## src/rtl/irq_controller_if.sv

```systemverilog
// ---------------------------------------------------------------------------
// irq_controller_if
// Data-memory bus bundle for the interrupt controller.
//   addr_i        : byte address from the CPU dmem port
//   read_enable_i : read strobe
//   write_mask_i  : byte write mask (only the full mask 4'b1111 writes)
//   write_data_i  : write data
//   read_data_o   : registered read data, valid the cycle after the strobe
// Modports: master = CPU side, slave = controller side.
// ---------------------------------------------------------------------------
interface irq_controller_if;
  logic [31:0] addr_i;
  logic        read_enable_i;
  logic [3:0]  write_mask_i;
  logic [31:0] write_data_i;
  logic [31:0] read_data_o;

  modport master (
    output addr_i,
    output read_enable_i,
    output write_mask_i,
    output write_data_i,
    input  read_data_o
  );

  modport slave (
    input  addr_i,
    input  read_enable_i,
    input  write_mask_i,
    input  write_data_i,
    output read_data_o
  );
endinterface

```

## src/rtl/irq_controller.sv

```systemverilog
// ---------------------------------------------------------------------------
// irq_controller
// Memory-mapped interrupt controller driving the CPU interrupt input.
// Collects SOURCES request lines (level or rising-edge), latches them into
// PENDING, masks with ENABLE/INSERVICE and raises a registered interrupt.
// The handler claims the lowest-numbered ready source via a CLAIM read and
// retires it with a COMPLETE write.
//
// Ports:
//   clk_i      : clock
//   reset_n_i  : synchronous active-low reset
//   sources_i  : raw request lines, source i reports id i+1 (id 0 = none)
//   bus        : dmem slave port (addr/read strobe/write mask/data/read data)
//   interrupt_o: registered interrupt request
//
// Register window (BASE_ADDR, 32-byte aligned), word offsets:
//   0x00 PENDING (R/W1C, edge sources only)  0x04 ENABLE  0x08 EDGE
//   0x0C CLAIM (R, side effecting)           0x10 COMPLETE (W)  0x14 INSERVICE
//
// Build option: define IRQ_SYNC_EN to put a 2-flop synchroniser on every
// source line (adds 2 cycles of latency); undefined, sources_i must already
// be synchronous to clk_i.
// ---------------------------------------------------------------------------
module irq_controller #(
  parameter int unsigned SOURCES   = 8,
  parameter logic [31:0] BASE_ADDR = 32'hFF00_0100
) (
  input  logic               clk_i,
  input  logic               reset_n_i,
  input  logic [SOURCES-1:0] sources_i,
  irq_controller_if.slave    bus,
  output logic               interrupt_o
);

  typedef enum logic [2:0] {
    OFF_PENDING   = 3'd0,
    OFF_ENABLE    = 3'd1,
    OFF_EDGE      = 3'd2,
    OFF_CLAIM     = 3'd3,
    OFF_COMPLETE  = 3'd4,
    OFF_INSERVICE = 3'd5
  } reg_off_t;

  logic [SOURCES-1:0] r_pending;
  logic [SOURCES-1:0] r_enable;
  logic [SOURCES-1:0] r_edge;
  logic [SOURCES-1:0] r_inservice;
  logic [SOURCES-1:0] r_prev;
  logic [31:0]        r_read_data;
  logic               r_irq;

  logic [SOURCES-1:0] w_s;
  logic               w_sel;
  logic [2:0]         w_off;
  logic               w_wr;
  logic               w_rd;
  logic               w_claim;
  logic [SOURCES-1:0] w_avail;
  logic [4:0]         w_claim_id;
  logic [SOURCES-1:0] w_claim_oh;
  logic [SOURCES-1:0] w_claim_set;
  logic [4:0]         w_cpl_id;
  logic [SOURCES-1:0] w_cpl_clr;
  logic [SOURCES-1:0] w_w1c;
  logic [SOURCES-1:0] w_rise;
  logic [SOURCES-1:0] w_pending_nxt;
  logic [SOURCES-1:0] w_inservice_nxt;
  logic [31:0]        w_rdata;
  logic               w_unused;

  // -------------------------------------------------------------------------
  // Source sampling
  // -------------------------------------------------------------------------
`ifdef IRQ_SYNC_EN
  logic [SOURCES-1:0] r_sync1;
  logic [SOURCES-1:0] r_sync2;

  always_ff @(posedge clk_i) begin
    if (!reset_n_i) begin
      r_sync1 <= '0;
      r_sync2 <= '0;
    end else begin
      r_sync1 <= sources_i;
      r_sync2 <= r_sync1;
    end
  end

  assign w_s = r_sync2;
`else
  assign w_s = sources_i;
`endif

  // -------------------------------------------------------------------------
  // Bus decode
  // -------------------------------------------------------------------------
  assign w_sel   = (bus.addr_i[31:5] == BASE_ADDR[31:5]);
  assign w_off   = bus.addr_i[4:2];
  assign w_wr    = w_sel && (bus.write_mask_i == 4'b1111);
  assign w_rd    = w_sel && bus.read_enable_i;
  assign w_claim = w_rd && (w_off == OFF_CLAIM);

  // Low address bits and upper write-data bits carry no meaning here.
  assign w_unused = ^{bus.addr_i[1:0], bus.write_data_i};

  // -------------------------------------------------------------------------
  // Claim arbitration: lowest ready index wins
  // -------------------------------------------------------------------------
  assign w_avail = r_pending & r_enable & ~r_inservice;

  always_comb begin
    w_claim_id = '0;
    w_claim_oh = '0;
    for (int unsigned i = 0; i < SOURCES; i++) begin
      if (w_avail[i] && (w_claim_id == '0)) begin
        w_claim_id    = 5'(i + 1);
        w_claim_oh[i] = 1'b1;
      end
    end
  end

  assign w_claim_set = w_claim ? w_claim_oh : '0;

  // COMPLETE decodes the written id into a one-hot clear; id 0 or an id past
  // SOURCES matches no bit and so has no effect.
  assign w_cpl_id = bus.write_data_i[4:0];

  always_comb begin
    w_cpl_clr = '0;
    for (int unsigned i = 0; i < SOURCES; i++) begin
      w_cpl_clr[i] = w_wr && (w_off == OFF_COMPLETE) && (w_cpl_id == 5'(i + 1));
    end
  end

  assign w_w1c  = (w_wr && (w_off == OFF_PENDING)) ? bus.write_data_i[SOURCES-1:0] : '0;
  assign w_rise = w_s & ~r_prev;

  // Edge bits: clear terms applied first, then a new rising edge forces the
  // bit set so a same-cycle edge is never lost. Level bits track s.
  assign w_pending_nxt = (r_edge & ((r_pending & ~w_w1c & ~w_claim_set) | w_rise))
                       | (~r_edge & w_s);

  // Claim set is OR'ed after the COMPLETE clear so it wins on the same id.
  assign w_inservice_nxt = (r_inservice & ~w_cpl_clr) | w_claim_set;

  // -------------------------------------------------------------------------
  // Read mux (pre-write register values)
  // -------------------------------------------------------------------------
  always_comb begin
    w_rdata = '0;
    case (w_off)
      OFF_PENDING:   w_rdata[SOURCES-1:0] = r_pending;
      OFF_ENABLE:    w_rdata[SOURCES-1:0] = r_enable;
      OFF_EDGE:      w_rdata[SOURCES-1:0] = r_edge;
      OFF_CLAIM:     w_rdata[4:0]         = w_claim_id;
      OFF_INSERVICE: w_rdata[SOURCES-1:0] = r_inservice;
      default:       w_rdata = '0;
    endcase
  end

  // -------------------------------------------------------------------------
  // State registers
  // -------------------------------------------------------------------------
  always_ff @(posedge clk_i) begin
    if (!reset_n_i) begin
      r_pending   <= '0;
      r_enable    <= '0;
      r_edge      <= '0;
      r_inservice <= '0;
      r_prev      <= '0;
      r_read_data <= '0;
      r_irq       <= 1'b0;
    end else begin
      r_pending   <= w_pending_nxt;
      r_inservice <= w_inservice_nxt;
      r_prev      <= w_s;
      r_irq       <= |w_avail;
      r_read_data <= w_rd ? w_rdata : '0;
      if (w_wr && (w_off == OFF_ENABLE)) r_enable <= bus.write_data_i[SOURCES-1:0];
      if (w_wr && (w_off == OFF_EDGE))   r_edge   <= bus.write_data_i[SOURCES-1:0];
    end
  end

  assign bus.read_data_o = r_read_data;
  assign interrupt_o     = r_irq;

endmodule

```

## src/flat_wrapper.sv

```systemverilog
// flat-port wrapper written by rule: the top's interface ports become plain ports
module irq_controller_flat 
#(
  parameter int unsigned SOURCES   = 8,
  parameter logic [31:0] BASE_ADDR = 32'hFF00_0100
)
  (clk_i, reset_n_i, sources_i, interrupt_o, bus_addr_i, bus_read_enable_i, bus_write_mask_i, bus_write_data_i, bus_read_data_o);
  irq_controller_if bus_i ();
  input  logic clk_i;
  input  logic reset_n_i;
  input  logic [SOURCES-1:0] sources_i;
  output logic interrupt_o;
  input wire logic [$bits(bus_i.addr_i)-1:0] bus_addr_i;
  input wire logic [$bits(bus_i.read_enable_i)-1:0] bus_read_enable_i;
  input wire logic [$bits(bus_i.write_mask_i)-1:0] bus_write_mask_i;
  input wire logic [$bits(bus_i.write_data_i)-1:0] bus_write_data_i;
  output wire logic [$bits(bus_i.read_data_o)-1:0] bus_read_data_o;
  assign bus_i.addr_i = bus_addr_i;
  assign bus_i.read_enable_i = bus_read_enable_i;
  assign bus_i.write_mask_i = bus_write_mask_i;
  assign bus_i.write_data_i = bus_write_data_i;
  assign bus_read_data_o = bus_i.read_data_o;
  irq_controller #(.SOURCES(SOURCES), .BASE_ADDR(BASE_ADDR)) u_core (.clk_i(clk_i), .reset_n_i(reset_n_i), .sources_i(sources_i), .bus(bus_i), .interrupt_o(interrupt_o));
endmodule
```

## config.mk

```make
export PLATFORM = sky130hd
export DESIGN_NAME = irq_controller_flat
export DESIGN_NICKNAME = d
export VERILOG_FILES = /design/src/rtl/irq_controller_if.sv /design/src/rtl/irq_controller.sv /design/src/flat_wrapper.sv
export SDC_FILE = /design/constraint.sdc
export NUM_CORES = 1
export LEC_CHECK = 0
export CORE_ASPECT_RATIO = 1.25
export CORE_MARGIN = 2
export CORE_UTILIZATION = 35
export CTS_BUF_LIST = sky130_fd_sc_hd__clkbuf_8
export CTS_CLUSTER_DIAMETER = 120
export DETAILED_ROUTE_END_ITERATION = 12
export PLACE_DENSITY = 0.71
export SYNTH_ARGS = -nofsm -noshare
export SYNTH_HDL_FRONTEND = slang
export SYNTH_SLANG_ARGS = --single-unit
export TNS_END_PERCENT = 20
```

## constraint.sdc

```tcl
create_clock -name clk_i -period 1.8 [get_ports clk_i]
set_input_delay 0.18 -clock clk_i [delete_from_list [all_inputs] [get_ports clk_i]]
set_output_delay 0.18 -clock clk_i [all_outputs]
set_load 0.005 [all_outputs]
```

==> results of run 1 <==
[state kept, by name, indices dropped and copies added, names as in the netlist]
signal and cells:
u_core.bus.read_data_o 8, u_core.interrupt_o 1, u_core.r_edge 8, u_core.r_enable 8, u_core.r_inservice 8, u_core.r_pending 8
u_core.r_prev 8
[path summary, 6_finish.rpt]
path                                    startpoint                              to  depth (start not counted)
setup / recovery                    bus_addr_i[12]  u_core.r_pending[3]$_SDFF_PN0_                          6
hold / removal                        sources_i[4]     u_core.r_prev[4]$_SDFF_PN0_                          2
setup reg to reg  u_core.r_inservice[2]$_SDFF_PN0_  u_core.r_pending[7]$_SDFF_PN0_                          5
hold reg to reg        u_core.r_prev[5]$_SDFF_PN0_  u_core.r_pending[5]$_SDFF_PN0_                          2
[what timing repair did]
item                                    in CTS  in global routing
endpoints found under the hold margin        0                  0
cloned                                       0                  0
resized for setup                           14                 21
pin swaps                                    5                  8
setup buffers                                0                  1
endpoints found under the setup margin      21                 22
[layout make-up]
cell class                 instances  area share [%]
multi-input combinational        242            42.2
clock buffer                       6            2.16
clock inverter                     2           0.885
timing repair buffer             103            25.4
sequential                        49            25.8
tap                               92            3.02
inverter                           6           0.590
[stage by stage]
step	std cells	setup slack (ns)	cell area (µm²)	TNS, ns	utilization (%)
floorplan	337	-0.00715	2730	-0.00715	-
global placement	491	-0.477	3540	-11.07	48.5
detailed placement	491	-0.460	3540	-12.24	48.5
CTS	499	-0.0285	3720	-0.0487	50.9
global route	500	-0.101	3820	-0.738	52.2
finish	500	-0.0548	3820	-0.159	52.2
[metal layers]
metal / GRT usage, % / share of wire (%) / routed length [µm] / vias to the layer above
li1: - / - / - / 1272
met1: 22.9 / 38 / 3030 / 1210
met2: 33.1 / 49 / 3880 / 145
met3: 3.49 / 10 / 795 / 17
met4: 7.69 / 2.6 / 206 / 0
met5: 0 / 0 / 0 / -
[layout by cell type, fill, tap and decap left out, types with 3 or more instances in the layout]
cell type | Yosys | final
sky130_fd_sc_hd__a31oi_1 | 4 | 4
sky130_fd_sc_hd__a31o_2 | 5 | 5
sky130_fd_sc_hd__inv_1 | 6 | 7
sky130_fd_sc_hd__nor2_1 | 17 | 16
sky130_fd_sc_hd__and3_1 | 8 | 7
sky130_fd_sc_hd__a21boi_0 | 8 | 8
sky130_fd_sc_hd__nor3_1 | 6 | 5
sky130_fd_sc_hd__nor4b_4 | 0 | 3
sky130_fd_sc_hd__and2_1 | 8 | 8
sky130_fd_sc_hd__or3_4 | 1 | 3
sky130_fd_sc_hd__nor2b_1 | 3 | 3
sky130_fd_sc_hd__nand3b_1 | 8 | 8
sky130_fd_sc_hd__dfxtp_2 | 0 | 3
sky130_fd_sc_hd__o21ai_0 | 13 | 12
sky130_fd_sc_hd__nand2_1 | 30 | 29
sky130_fd_sc_hd__buf_4 | 24 | 39
sky130_fd_sc_hd__nand4_1 | 7 | 7
sky130_fd_sc_hd__mux2i_1 | 14 | 14
sky130_fd_sc_hd__a21oi_1 | 8 | 6
sky130_fd_sc_hd__dlymetal6s2s_1 | 0 | 3
sky130_fd_sc_hd__buf_12 | 0 | 3
sky130_fd_sc_hd__o21a_1 | 7 | 7
sky130_fd_sc_hd__clkdlybuf4s50_1 | 0 | 57
sky130_fd_sc_hd__conb_1 | 1 | 24
sky130_fd_sc_hd__dfxtp_1 | 49 | 46
sky130_fd_sc_hd__clkbuf_8 | 0 | 6
sky130_fd_sc_hd__o31ai_1 | 5 | 4
sky130_fd_sc_hd__nand3_1 | 27 | 27
[cell families (layout without fill, tap and decap cells)]
kind of cell,Yosys count,after routing,share of synthesized area (%)
AO/OA/AOI/OAI,64,64,16.7
flip-flops,49,49,37.3
other,1,24,0.142
multiplexers,14,14,5.32
buffers and inverters,46,117,10.4
AND/OR/NAND/NOR,140,140,30.1
[power groups by stage]
stage	registers, µW	logic, µW	clock network (µW)
finish	1110	312	818
global route	1110	339	874
CTS	1110	297	825
detailed placement	1140	289	0
global placement	1140	284	0
floorplan	1130	141	0
==> flow_summary.html, run 1 <==
<table>
<tr><th>Metric</th><th>Value</th></tr>
<tr><th colspan="2">Synthesis</th></tr>
<tr><td>Leading cell types by total area after synthesis</td><td>sky130_fd_sc_hd__dfxtp_1, sky130_fd_sc_hd__buf_4, sky130_fd_sc_hd__mux2i_1, sky130_fd_sc_hd__nand3_1, sky130_fd_sc_hd__nand2_1</td></tr>
<tr><td>Post-synthesis average cell area</td><td>8.38 µm²</td></tr>
<tr><td>Most common cell in the synthesized netlist</td><td>sky130_fd_sc_hd__dfxtp_1</td></tr>
<tr><td>FFs w/ async S/R, synth</td><td>0%</td></tr>
<tr><td>Warnings, synthesis</td><td>0</td></tr>
<tr><td>Fraction of post-synthesis cell area in the top cell type by area</td><td>37.3%</td></tr>
<tr><td>Commonest cells in the netlist</td><td>sky130_fd_sc_hd__dfxtp_1, sky130_fd_sc_hd__nand2_1, sky130_fd_sc_hd__nand3_1, sky130_fd_sc_hd__buf_4, sky130_fd_sc_hd__nor2_1</td></tr>
<tr><td>EDFF count, synth</td><td>0</td></tr>
<tr><td>Leading register cell type out of synthesis</td><td>sky130_fd_sc_hd__dfxtp_1</td></tr>
<tr><td>Synthesized cell area</td><td>2630 µm²</td></tr>
<tr><td>Synthesized netlist cell count</td><td>314</td></tr>
<tr><td>Number of distinct library cells after synthesis</td><td>51</td></tr>
<tr><td>Post-synthesis sequential area ratio</td><td>37.3%</td></tr>
<tr><td>Area leader, netlist</td><td>sky130_fd_sc_hd__dfxtp_1</td></tr>
<tr><td>FF+latch count, synth</td><td>49</td></tr>
<tr><th colspan="2">Routing</th></tr>
<tr><td>DRC</td><td>0</td></tr>
<tr><td>Number of DRC violations after detailed-routing iteration 0</td><td>256</td></tr>
<tr><td>Wire length reported by the detailed router</td><td>7.91 mm</td></tr>
<tr><td>Detail-routed via count per cell</td><td>5.29</td></tr>
<tr><td>Routed Antenna Nets</td><td>0</td></tr>
<tr><td>Final routed wire length divided by cell count</td><td>15.8 µm</td></tr>
<tr><td>Count of TritonRoute iterations in the first routing pass</td><td>5</td></tr>
<tr><td>Total vias in the final route</td><td>2644</td></tr>
<tr><th colspan="2">GRT</th></tr>
<tr><td>Vias in the first global route</td><td>2562</td></tr>
<tr><td>Overall global routing resource usage</td><td>19.1%</td></tr>
<tr><td>First-pass GRT wire length</td><td>12.1 mm</td></tr>
<tr><td>GRT Residual Overflow</td><td>0</td></tr>
<tr><td>Antenna violations before repair</td><td>0</td></tr>
<tr><td>Largest net degree at the start of global routing</td><td>49</td></tr>
<tr><th colspan="2">Power and ir drop</th></tr>
<tr><td>Internal cell power</td><td>1720 µW</td></tr>
<tr><td>Leakage dissipation</td><td>0.00149 µW</td></tr>
<tr><td>Sequential power share</td><td>49.6%</td></tr>
<tr><td>Fraction of power consumed by the clock network</td><td>36.5%</td></tr>
<tr><td>Net Switching</td><td>518 µW</td></tr>
<tr><td>Worst IR drop on VDD</td><td>0.000259 V</td></tr>
<tr><td>Total power draw</td><td>2240 µW</td></tr>
<tr><td>Proportion of total power due to net switching</td><td>23.1%</td></tr>
<tr><td>Power density normalized to cell area</td><td>587 nW/µm²</td></tr>
<tr><td>Combinational cell fraction of total power</td><td>13.9%</td></tr>
<tr><th colspan="2">Clocking</th></tr>
<tr><td>Clock root buffer</td><td>sky130_fd_sc_hd__clkbuf_8</td></tr>
<tr><td>Clock transition time at the flip-flop clock pins of the worst setup and hold paths</td><td>0.09 ns</td></tr>
<tr><td>Total number of clock tree sinks</td><td>49</td></tr>
<tr><td>TritonCTS clock tree</td><td>built</td></tr>
<tr><td>Clock latency on the worst-skew pair</td><td>0.31 ns</td></tr>
<tr><td>Number of buffers created by CTS</td><td>5</td></tr>
<tr><td>Deepest level of the CTS H-tree</td><td>2</td></tr>
<tr><td>Total of hold buffers inserted after clock tree synthesis</td><td>0</td></tr>
<tr><td>Max clock buf depth</td><td>2</td></tr>
<tr><th colspan="2">Cells and area</th></tr>
<tr><td>Fillers</td><td>661</td></tr>
<tr><td>Area occupied by multi-input gates</td><td>1610 µm²</td></tr>
<tr><td>Antenna cell count</td><td>0</td></tr>
<tr><td>Share of final-layout standard cells stronger than drive strength 1</td><td>20.8%</td></tr>
<tr><td>P&amp;R area growth vs syn</td><td>45.0%</td></tr>
<tr><td>Sequential cell area</td><td>985 µm²</td></tr>
<tr><td>Number of nets in the finished design</td><td>486</td></tr>
<tr><th colspan="2">STA</th></tr>
<tr><td>Final hold viol count</td><td>0</td></tr>
<tr><td>Fmax</td><td>0.539 GHz</td></tr>
<tr><td># setup viols final</td><td>7</td></tr>
<tr><td>Max-slew violations</td><td>0</td></tr>
<tr><td>Largest clock skew in the final design</td><td>0.00791 ns</td></tr>
<tr><td>Period utilization</td><td>103%</td></tr>
<tr><td>Setup repair after global routing missed its margin</td><td>yes</td></tr>
<tr><td>Hold_ws</td><td>0.442 ns</td></tr>
<tr><td>Post-layout worst setup margin</td><td>-0.0548 ns</td></tr>
<tr><td>Final critical path time including I/O delays and setup</td><td>1.85 ns</td></tr>
<tr><th colspan="2">Worst setup path</th></tr>
<tr><td>Critical path startpoint category</td><td>input pin</td></tr>
<tr><td>Crit path max-delay cell type</td><td>sky130_fd_sc_hd__or4_4</td></tr>
<tr><td>Critical path's top delay family</td><td>simple AND/OR/NAND/NOR gates</td></tr>
<tr><td>CP endpoint kind</td><td>register</td></tr>
<tr><td>Data arrival at the endpoint of the critical path</td><td>2.06 ns</td></tr>
<tr><td>Highest cell delay on the worst timing path</td><td>0.54 ns</td></tr>
<tr><td>Kind of critical path</td><td>input pin to register</td></tr>
<tr><td>Flop2flop setup slack</td><td>-0.05 ns</td></tr>
<tr><td>Required time of the critical path</td><td>2.01 ns</td></tr>
<tr><td>Cells along the critical path</td><td>clkdlybuf4s50_1, nor4_4, and4_4, nand2_4, or4_4, a31o_1</td></tr>
<tr><td>CP max FO</td><td>4</td></tr>
<tr><td>Number of buffer and inverter stages on the critical path</td><td>1</td></tr>
<tr><th colspan="2">Floorplan</th></tr>
<tr><td>Number of rows created at floorplan</td><td>35</td></tr>
<tr><td>Effective utilization at floorplan</td><td>36.0%</td></tr>
<tr><td>Width of the chip</td><td>81.6 µm</td></tr>
<tr><td>Core Area</td><td>7310 µm²</td></tr>
<tr><td>Total Die Area</td><td>8240 µm²</td></tr>
<tr><td>Vertical die dimension</td><td>101 µm</td></tr>
<tr><td>IO Count</td><td>112</td></tr>
<tr><th colspan="2">Placed design</th></tr>
<tr><td>Last weighted congestion value of the routability-driven placer</td><td>0.917</td></tr>
<tr><td>Number of I/O port buffers</td><td>61</td></tr>
<tr><td>Placed wire-length estimate after detailed placement</td><td>5.71 mm</td></tr>
<tr><th colspan="2">Status</th></tr>
<tr><td>Violated checks</td><td>negative setup slack</td></tr>
<tr><td>Run status</td><td>complete, but fails checks</td></tr>
<tr><th colspan="2">Run</th></tr>
<tr><td>Max-cap violations</td><td>0</td></tr>
<tr><th colspan="2">Worst hold path</th></tr>
<tr><td>Hold Crit Class</td><td>input pin to register</td></tr>
</table>
Power figures use the tool's default switching activity.
==> inputs of run 2 (changes only) <==
CELL_PAD_IN_SITES_DETAIL_PLACEMENT = 1   (was unset)
CELL_PAD_IN_SITES_GLOBAL_PLACEMENT = 1   (was unset)
CORE_UTILIZATION = 28   (was 35)
PLACE_DENSITY = unset   (was 0.71)
PLACE_DENSITY_LB_ADDON = 0.1   (was unset)
==> flow_summary.html, run 2 (same netlist as run 1, synthesis figures left out) <==
<table>
<tr><th>Metric</th><th>Value</th></tr>
<tr><th colspan="2">Status</th></tr>
<tr><td>Run status</td><td>complete, but fails checks</td></tr>
<tr><td>Violated checks</td><td>negative setup slack</td></tr>
<tr><th colspan="2">Routing</th></tr>
<tr><td>Total vias in the final route</td><td>2636 (-0.30%)</td></tr>
<tr><td>Highest Signal Layer</td><td>met4</td></tr>
<tr><td>Amount of wire on met2 after detailed routing</td><td>4.67 mm (+20%)</td></tr>
<tr><td>WL met1</td><td>3.69 mm (+22%)</td></tr>
<tr><td>Final routed wire length divided by cell count</td><td>16.6 µm (+4.9%)</td></tr>
<tr><td>Number of DRC violations after detailed-routing iteration 0</td><td>121 (-53%)</td></tr>
<tr><td>Detail-routed via count per cell</td><td>4.95 (-6.5%)</td></tr>
<tr><td>DRC</td><td>0 (unchanged)</td></tr>
<tr><td>Total length of routed met3 wires</td><td>342 µm (-57%)</td></tr>
<tr><td>Routed Antenna Nets</td><td>0 (unchanged)</td></tr>
<tr><td>Wire length reported by the detailed router</td><td>8.84 mm (+12%)</td></tr>
<tr><td>Count of TritonRoute iterations in the first routing pass</td><td>4 (-1)</td></tr>
<tr><th colspan="2">Clocking</th></tr>
<tr><td>Deepest level of the CTS H-tree</td><td>2 (unchanged)</td></tr>
<tr><td>Clock root buffer</td><td>sky130_fd_sc_hd__clkbuf_8</td></tr>
<tr><td>Total number of clock tree sinks</td><td>49 (unchanged)</td></tr>
<tr><td>Clock latency on the worst-skew pair</td><td>0.31 ns (about the same)</td></tr>
<tr><td>Clock transition time at the flip-flop clock pins of the worst setup and hold paths</td><td>0.10 ns (about the same)</td></tr>
<tr><td>Max clock buf depth</td><td>2 (unchanged)</td></tr>
<tr><td>Total of hold buffers inserted after clock tree synthesis</td><td>0 (unchanged)</td></tr>
<tr><td>Number of buffers created by CTS</td><td>5 (unchanged)</td></tr>
<tr><td>TritonCTS clock tree</td><td>built</td></tr>
<tr><th colspan="2">Cells and area</th></tr>
<tr><td>Post-layout instance count excluding filler cells</td><td>533 (+6.6%)</td></tr>
<tr><td>Most common cell after layout, fill and taps aside</td><td>sky130_fd_sc_hd__clkdlybuf4s50_1</td></tr>
<tr><td>Antenna cell count</td><td>0 (unchanged)</td></tr>
<tr><td>Commonest non-fill, non-tap cells in the layout</td><td>sky130_fd_sc_hd__clkdlybuf4s50_1, sky130_fd_sc_hd__dfxtp_1, sky130_fd_sc_hd__buf_4, sky130_fd_sc_hd__nand2_1, sky130_fd_sc_hd__nand3_1</td></tr>
<tr><td>P&amp;R area growth vs syn</td><td>44.2%</td></tr>
<tr><td>Number of nets in the finished design</td><td>488 (+0.41%)</td></tr>
<tr><td>Fillers</td><td>1090 (+65%)</td></tr>
<tr><td>Share of final-layout standard cells stronger than drive strength 1</td><td>19.8% (-1.1 points)</td></tr>
<tr><th colspan="2">Power and ir drop</th></tr>
<tr><td>Power density normalized to cell area</td><td>583 nW/µm² (-0.69%)</td></tr>
<tr><td>Sequential power share</td><td>50.2% (+0.6 points)</td></tr>
<tr><td>Worst IR drop on VDD</td><td>0.000312 V (+20%)</td></tr>
<tr><td>Leakage dissipation</td><td>0.00148 µW (-1.1%)</td></tr>
<tr><td>Proportion of total power due to net switching</td><td>24.3% (+1.2 points)</td></tr>
<tr><td>Internal cell power</td><td>1670 µW (-2.9%)</td></tr>
<tr><td>Net Switching</td><td>538 µW (+4.0%)</td></tr>
<tr><td>Fraction of power consumed by the clock network</td><td>36.4% (about the same)</td></tr>
<tr><td>Combinational cell fraction of total power</td><td>13.3% (-0.6 points)</td></tr>
<tr><th colspan="2">STA</th></tr>
<tr><td>Final critical path time including I/O delays and setup</td><td>1.85 ns (-0.00290 ns)</td></tr>
<tr><td>Final-layout setup total negative slack</td><td>-0.116 ns (+0.0430 ns)</td></tr>
<tr><td>Period utilization</td><td>103% (-0.16 points)</td></tr>
<tr><td>Fmax</td><td>0.540 GHz (+0.16%)</td></tr>
<tr><td>Setup repair after global routing missed its margin</td><td>yes</td></tr>
<tr><td># setup viols final</td><td>4 (-3)</td></tr>
<tr><td>Largest clock skew in the final design</td><td>0.00692 ns (-0.000986 ns)</td></tr>
<tr><td>Post-layout worst setup margin</td><td>-0.0519 ns (+0.00290 ns)</td></tr>
<tr><td>Final hold viol count</td><td>0 (unchanged)</td></tr>
<tr><td>Max-slew violations</td><td>0 (unchanged)</td></tr>
<tr><th colspan="2">Run</th></tr>
<tr><td>Max-cap violations</td><td>0 (unchanged)</td></tr>
<tr><th colspan="2">Worst hold path</th></tr>
<tr><td>Hold Crit Class</td><td>input pin to register</td></tr>
<tr><th colspan="2">GRT</th></tr>
<tr><td>Vias in the first global route</td><td>2718 (+6.1%)</td></tr>
<tr><td>Largest net degree at the start of global routing</td><td>50 (+2.0%)</td></tr>
<tr><td>Overall global routing resource usage</td><td>18.0% (-1.1 points)</td></tr>
<tr><td>GRT Residual Overflow</td><td>0 (unchanged)</td></tr>
<tr><td>First-pass GRT wire length</td><td>14.3 mm (+18%)</td></tr>
<tr><td>Antenna violations before repair</td><td>0 (unchanged)</td></tr>
<tr><th colspan="2">Worst setup path</th></tr>
<tr><td>Kind of critical path</td><td>register to register</td></tr>
<tr><td>Flop2flop setup slack</td><td>-0.05 ns (about the same)</td></tr>
<tr><td>Critical path startpoint category</td><td>register</td></tr>
<tr><td>CP max FO</td><td>3 (-1)</td></tr>
<tr><td>Data arrival at the endpoint of the critical path</td><td>2.07 ns (about the same)</td></tr>
<tr><td>Required time of the critical path</td><td>2.02 ns (about the same)</td></tr>
<tr><td>CP endpoint kind</td><td>register</td></tr>
<tr><th colspan="2">Floorplan</th></tr>
<tr><td>Core Area</td><td>9130 µm² (+25%)</td></tr>
<tr><td>Width of the chip</td><td>90.7 µm (+11%)</td></tr>
<tr><td>Total Die Area</td><td>10200 µm² (+24%)</td></tr>
<tr><td>IO Count</td><td>112 (unchanged)</td></tr>
<tr><td>Number of rows created at floorplan</td><td>39 (+11%)</td></tr>
<tr><td>Effective utilization at floorplan</td><td>28.8% (-7.1 points)</td></tr>
<tr><td>Vertical die dimension</td><td>112 µm (+11%)</td></tr>
<tr><th colspan="2">Placed design</th></tr>
<tr><td>Number of I/O port buffers</td><td>61 (unchanged)</td></tr>
<tr><td>Cells after DPL</td><td>524 (+6.7%)</td></tr>
<tr><td>Last weighted congestion value of the routability-driven placer</td><td>0.813 (-11%)</td></tr>
<tr><td>Placed wire-length estimate after detailed placement</td><td>6.91 mm (+21%)</td></tr>
</table>
==> run 2: cell count changes in the layout (fill, tap and decap cells not counted), sizes merged <==
cell / delta
buf: +2
clkbuf: -1
dlygate4sd2: +11
clkinv: +1
dlymetal6s2s: -3
clkdlybuf4s50: -8
==> run 2: final cells by class <==
cell class                      instances  area [µm²]  share of cell area (%)
Clock inverter                          3        42.5                    1.12
Clock buffer                            5        68.8                    1.81
Tap cell                              123         154                    4.06
Multi-Input combinational cell        242        1580                    41.6
Sequential cell                        49         983                    25.9
Inverter                                6        22.5                   0.593
Timing Repair Buffer                  105         946                    24.9
==> run 2: path summary, 6_finish.rpt <==
path,start,end,depth (start not counted)
worst max-delay path,u_core.r_enable[2]$_SDFFE_PN0P_,u_core.r_pending[3]$_SDFF_PN0_,4
worst min-delay path,bus_addr_i[4],u_core.bus.read_data_o[0]$_SDFF_PN0_,3
worst max register to register,u_core.r_enable[2]$_SDFFE_PN0P_,u_core.r_pending[3]$_SDFF_PN0_,4
worst min register to register,u_core.r_prev[6]$_SDFF_PN0_,u_core.r_pending[6]$_SDFF_PN0_,3
==> run 2: routing by layer <==
layer,global-route usage (%),up-vias
met4,5.74,0
li1,-,1283
met1,21.4,1286
met2,33.4,57
met5,0,-
met3,2.08,10
==> run 2: power by group through the flow <==
stage | sequential [µW] | clock [µW] | combinational [µW]
finish | 1110 | 806 | 295
global route | 1110 | 882 | 321
CTS | 1110 | 832 | 289
detailed placement | 1140 | 0 | 290
global placement | 1140 | 0 | 287
floorplan | 1130 | 0 | 141
==> run 2: what timing repair did <==
| action | in CTS | in global routing |
|---|---|---|
| pin swaps | 10 | 5 |
| setup endpoints to repair | 23 | 16 |
| resized for setup | 23 | 13 |
| buffers inserted | 1 | 0 |
==> run 2: through the flow <==
| stage | setup slack (ns) | instance area (µm²) | power [µW] | hold slack, ns | util, % |
|---|---|---|---|---|---|
| final | -0.0519 | 3790 | 2210 | 0.412 | 41.6 |
| after global routing | -0.0954 | 3790 | 2320 | 0.432 | 41.6 |
| after CTS | -0.0580 | 3730 | 2230 | 0.408 | 40.9 |
| after detailed placement | -0.514 | 3570 | 1430 | 0.474 | 39.2 |
| after global placement | -0.472 | 3570 | 1420 | 0.458 | 39.2 |
| after floorplan | -0.00715 | 2730 | 1280 | 0.318 | - |
==> run 2: critical path, cell delays in order, from the launching register on <==
cell,delay (ns)
sky130_fd_sc_hd__dfxtp_1,0.33
sky130_fd_sc_hd__and3b_2,0.25
sky130_fd_sc_hd__or4_4,0.54
sky130_fd_sc_hd__or4_4,0.45
sky130_fd_sc_hd__a31o_1,0.19
==> inputs of run 3 (changes only) <==
PLACE_DENSITY = 0.88   (was unset)
PLACE_DENSITY_LB_ADDON = unset   (was 0.1)
==> flow_summary.html, run 3 (same netlist as run 1, synthesis figures left out) <==
<table>
<tr><th>Metric</th><th>Value</th></tr>
<tr><th colspan="2">Cells and area</th></tr>
<tr><td>Final instance area</td><td>3880 µm² (+2.2%)</td></tr>
<tr><td>Number of nets in the finished design</td><td>489 (+0.20%)</td></tr>
<tr><td>Finished Core Util</td><td>42.5% (+0.92 points)</td></tr>
<tr><td>P&amp;R area growth vs syn</td><td>47.3%</td></tr>
<tr><td>Share of final-layout standard cells stronger than drive strength 1</td><td>21.9% (+2.1 points)</td></tr>
<tr><td>Commonest non-fill, non-tap cells in the layout</td><td>sky130_fd_sc_hd__clkdlybuf4s50_1, sky130_fd_sc_hd__dfxtp_1, sky130_fd_sc_hd__buf_4, sky130_fd_sc_hd__nand2_1, sky130_fd_sc_hd__nand3_1</td></tr>
<tr><td>Most common cell after layout, fill and taps aside</td><td>sky130_fd_sc_hd__clkdlybuf4s50_1</td></tr>
<tr><td>Antenna cell count</td><td>0 (unchanged)</td></tr>
<tr><th colspan="2">Worst setup path</th></tr>
<tr><td>End point of the critical path</td><td>u_core.r_pending[3]$_SDFF_PN0_</td></tr>
<tr><td>Required time of the critical path</td><td>2.01 ns (about the same)</td></tr>
<tr><td>Crit path max-delay cell type</td><td>sky130_fd_sc_hd__or4_4</td></tr>
<tr><td>R2R cell count</td><td>4 (unchanged)</td></tr>
<tr><td>CP max FO</td><td>4 (+1)</td></tr>
<tr><td>Number of buffer and inverter stages on the critical path</td><td>0 (unchanged)</td></tr>
<tr><td>Flop2flop setup slack</td><td>-0.06 ns (about the same)</td></tr>
<tr><td>Critical path's top delay family</td><td>simple AND/OR/NAND/NOR gates</td></tr>
<tr><td>Cell occurring most often along the worst timing path</td><td>sky130_fd_sc_hd__or4_4</td></tr>
<tr><td>CP endpoint kind</td><td>register</td></tr>
<tr><td>Worst path depth</td><td>4 (unchanged)</td></tr>
<tr><td>Start of the worst register-to-register path</td><td>u_core.r_inservice[2]$_SDFF_PN0_</td></tr>
<tr><td>Critical path startpoint</td><td>u_core.r_inservice[2]$_SDFF_PN0_</td></tr>
<tr><td>Endpoint of the worst-slack reg-to-reg timing path</td><td>u_core.r_pending[3]$_SDFF_PN0_</td></tr>
<tr><td>Data arrival at the endpoint of the critical path</td><td>2.07 ns (about the same)</td></tr>
<tr><td>Cells along the critical path</td><td>and3b_2, or4_4, or4_4, a31o_1</td></tr>
<tr><td>Highest cell delay on the worst timing path</td><td>0.53 ns (about the same)</td></tr>
<tr><td>Kind of critical path</td><td>register to register</td></tr>
<tr><td>Critical path startpoint category</td><td>register</td></tr>
<tr><th colspan="2">Clocking</th></tr>
<tr><td>Number of buffers created by CTS</td><td>5 (unchanged)</td></tr>
<tr><td>Clock root buffer</td><td>sky130_fd_sc_hd__clkbuf_8</td></tr>
<tr><td>Max clock buf depth</td><td>2 (unchanged)</td></tr>
<tr><td>TritonCTS clock tree</td><td>built</td></tr>
<tr><td>Clock transition time at the flip-flop clock pins of the worst setup and hold paths</td><td>0.09 ns (about the same)</td></tr>
<tr><td>Total number of clock tree sinks</td><td>49 (unchanged)</td></tr>
<tr><td>Total of hold buffers inserted after clock tree synthesis</td><td>0 (unchanged)</td></tr>
<tr><td>Deepest level of the CTS H-tree</td><td>2 (unchanged)</td></tr>
<tr><td>Clock latency on the worst-skew pair</td><td>0.31 ns (about the same)</td></tr>
<tr><th colspan="2">Routing</th></tr>
<tr><td>Detail-routed via count per cell</td><td>5.21 (+5.4%)</td></tr>
<tr><td>DRC</td><td>0 (unchanged)</td></tr>
<tr><td>Final routed wire length divided by cell count</td><td>18.0 µm (+8.3%)</td></tr>
<tr><td>Total vias in the final route</td><td>2784 (+5.6%)</td></tr>
<tr><td>Routed Antenna Nets</td><td>0 (unchanged)</td></tr>
<tr><td>Wire length reported by the detailed router</td><td>9.60 mm (+8.5%)</td></tr>
<tr><td>Count of TritonRoute iterations in the first routing pass</td><td>4 (unchanged)</td></tr>
<tr><td>Number of DRC violations after detailed-routing iteration 0</td><td>142 (+17%)</td></tr>
<tr><th colspan="2">GRT</th></tr>
<tr><td>Layer with the highest usage</td><td>met2</td></tr>
<tr><td>Global-route met2 utilization</td><td>33.8% (+0.40 points)</td></tr>
<tr><td>GRT Residual Overflow</td><td>0 (unchanged)</td></tr>
<tr><td>Largest net degree at the start of global routing</td><td>50 (unchanged)</td></tr>
<tr><td>Vias in the first global route</td><td>3055 (+12%)</td></tr>
<tr><td>First-pass GRT wire length</td><td>15.0 mm (+4.5%)</td></tr>
<tr><td>Antenna violations before repair</td><td>0 (unchanged)</td></tr>
<tr><td>GR Util met3</td><td>2.35% (+0.27 points)</td></tr>
<tr><td>Global-route met1 utilization</td><td>20.4% (-1.0 points)</td></tr>
<tr><td>Overall global routing resource usage</td><td>18.1% (+0.12 points)</td></tr>
<tr><th colspan="2">STA</th></tr>
<tr><td>Setup repair after global routing missed its margin</td><td>yes</td></tr>
<tr><td>Fmax</td><td>0.539 GHz (-0.20%)</td></tr>
<tr><td>Largest clock skew in the final design</td><td>0.00534 ns (-0.00158 ns)</td></tr>
<tr><td>Final critical path time including I/O delays and setup</td><td>1.86 ns (+0.00369 ns)</td></tr>
<tr><td>Period utilization</td><td>103% (+0.21 points)</td></tr>
<tr><td>Max-slew violations</td><td>0 (unchanged)</td></tr>
<tr><td># setup viols final</td><td>4 (unchanged)</td></tr>
<tr><td>Worst max-slew margin expressed relative to the limit</td><td>66.8%</td></tr>
<tr><td>Worst slew pin tran</td><td>0.492 ns</td></tr>
<tr><td>Post-layout worst setup margin</td><td>-0.0556 ns (-0.00369 ns)</td></tr>
<tr><td>Final hold viol count</td><td>0 (unchanged)</td></tr>
<tr><th colspan="2">Placed design</th></tr>
<tr><td>Last weighted congestion value of the routability-driven placer</td><td>0.927 (+14%)</td></tr>
<tr><td>Placed wire-length estimate after detailed placement</td><td>6.93 mm (+0.39%)</td></tr>
<tr><td>Post-Place Cell Area</td><td>3580 µm² (+0.21%)</td></tr>
<tr><td>Worst slack, placed</td><td>-0.483 ns (+0.0312 ns)</td></tr>
<tr><td>Number of I/O port buffers</td><td>61 (unchanged)</td></tr>
<tr><th colspan="2">Power and ir drop</th></tr>
<tr><td>Power density normalized to cell area</td><td>588 nW/µm² (+0.89%)</td></tr>
<tr><td>Worst IR drop on VDD</td><td>0.000358 V (+15%)</td></tr>
<tr><td>Total power draw</td><td>2280 µW (+3.1%)</td></tr>
<tr><td>Leakage dissipation</td><td>0.00154 µW (+4.5%)</td></tr>
<tr><th colspan="2">Run</th></tr>
<tr><td>Max-cap violations</td><td>0 (unchanged)</td></tr>
<tr><th colspan="2">Floorplan</th></tr>
<tr><td>Vertical die dimension</td><td>112 µm (unchanged)</td></tr>
<tr><td>Core Area</td><td>9130 µm² (unchanged)</td></tr>
<tr><td>Number of rows created at floorplan</td><td>39 (unchanged)</td></tr>
<tr><td>Width of the chip</td><td>90.7 µm (unchanged)</td></tr>
<tr><td>Total Die Area</td><td>10200 µm² (unchanged)</td></tr>
<tr><td>IO Count</td><td>112 (unchanged)</td></tr>
<tr><td>Effective utilization at floorplan</td><td>28.8% (unchanged)</td></tr>
<tr><th colspan="2">Status</th></tr>
<tr><td>Violated checks</td><td>negative setup slack</td></tr>
<tr><td>Run status</td><td>complete, but fails checks</td></tr>
<tr><th colspan="2">Worst hold path</th></tr>
<tr><td>Hold Crit Class</td><td>input pin to register</td></tr>
</table>
==> run 3: changes by cell type in the layout (fill, tap and decap cells not counted), moves of 2 or more <==
cell | before | now
sky130_fd_sc_hd__dlygate4sd2_1 | 12 | 3
sky130_fd_sc_hd__nor3_2 | 1 | 3
sky130_fd_sc_hd__buf_4 | 41 | 43
sky130_fd_sc_hd__o31ai_2 | 0 | 3
sky130_fd_sc_hd__dlymetal6s2s_1 | 0 | 9
sky130_fd_sc_hd__o31ai_1 | 5 | 2
==> run 3: how the worst min path moves through the flow <==
stage / startpoint / depth (start not counted) / end / slack [ns]
5_1_grt: bus_write_data_i[4] / 4 / u_core.r_enable[4]$_SDFFE_PN0P_ / 0.38
4_1_cts: sources_i[1] / 2 / u_core.r_prev[1]$_SDFF_PN0_ / 0.44
3_5_place_dp: u_core.r_prev[2]$_SDFF_PN0_ / 3 / u_core.r_pending[2]$_SDFF_PN0_ / 0.48
2_1_floorplan: sources_i[0] / 1 / u_core.r_prev[0]$_SDFF_PN0_ / 0.32
3_3_place_gp: u_core.r_prev[6]$_SDFF_PN0_ / 3 / u_core.r_pending[6]$_SDFF_PN0_ / 0.46
6_report: bus_write_data_i[4] / 4 / u_core.r_edge[4]$_SDFFE_PN0P_ / 0.37
==> run 3: metrics by stage <==
stage / TNS (ns) / hold WS (ns) / instances
after floorplan: -0.00715 / 0.318 / 337
after global placement: -11.56 / 0.456 / 525
after detailed placement: -13.81 / 0.481 / 525
after CTS: -0.0652 / 0.437 / 533
after global routing: -0.470 / 0.379 / 534
final: -0.173 / 0.368 / 534
==> run 3: per-layer routing <==
metal / routed length [µm] / share of wire (%)
met1: 3800 / 40
met2: 5090 / 53
met3: 396 / 4.1
met4: 316 / 3.3
met5: 0 / 0
==> run 3: worst min-delay path, delay by kind of cell <==
kind	cells	cell delay [ns]
and+or+nand+nor	1	0.06
muxes	1	0.07
buffers and inverters	2	0.32
==> run 3: power by group <==
part	internal (µW)	leakage [µW]	switching [µW]
logic	174	0.00109	153
clock network	452	0.0000574	389
registers	1100	0.000400	10.0
==> run 3: layout make-up <==
cell class	count	area [µm²]
inverter	6	22.5
multi-input combinational	242	1620
clock buffer	6	82.6
fill	1101	5250
timing repair buffer	106	983
clock inverter	2	37.5
tap	123	154
sequential	49	983
==> run 3: what timing repair did <==
action,in CTS,in global routing
resized for setup,13,32
pin swaps,2,7
endpoints found under the hold margin,0,0
setup buffers,0,1
setup endpoints to repair,25,31
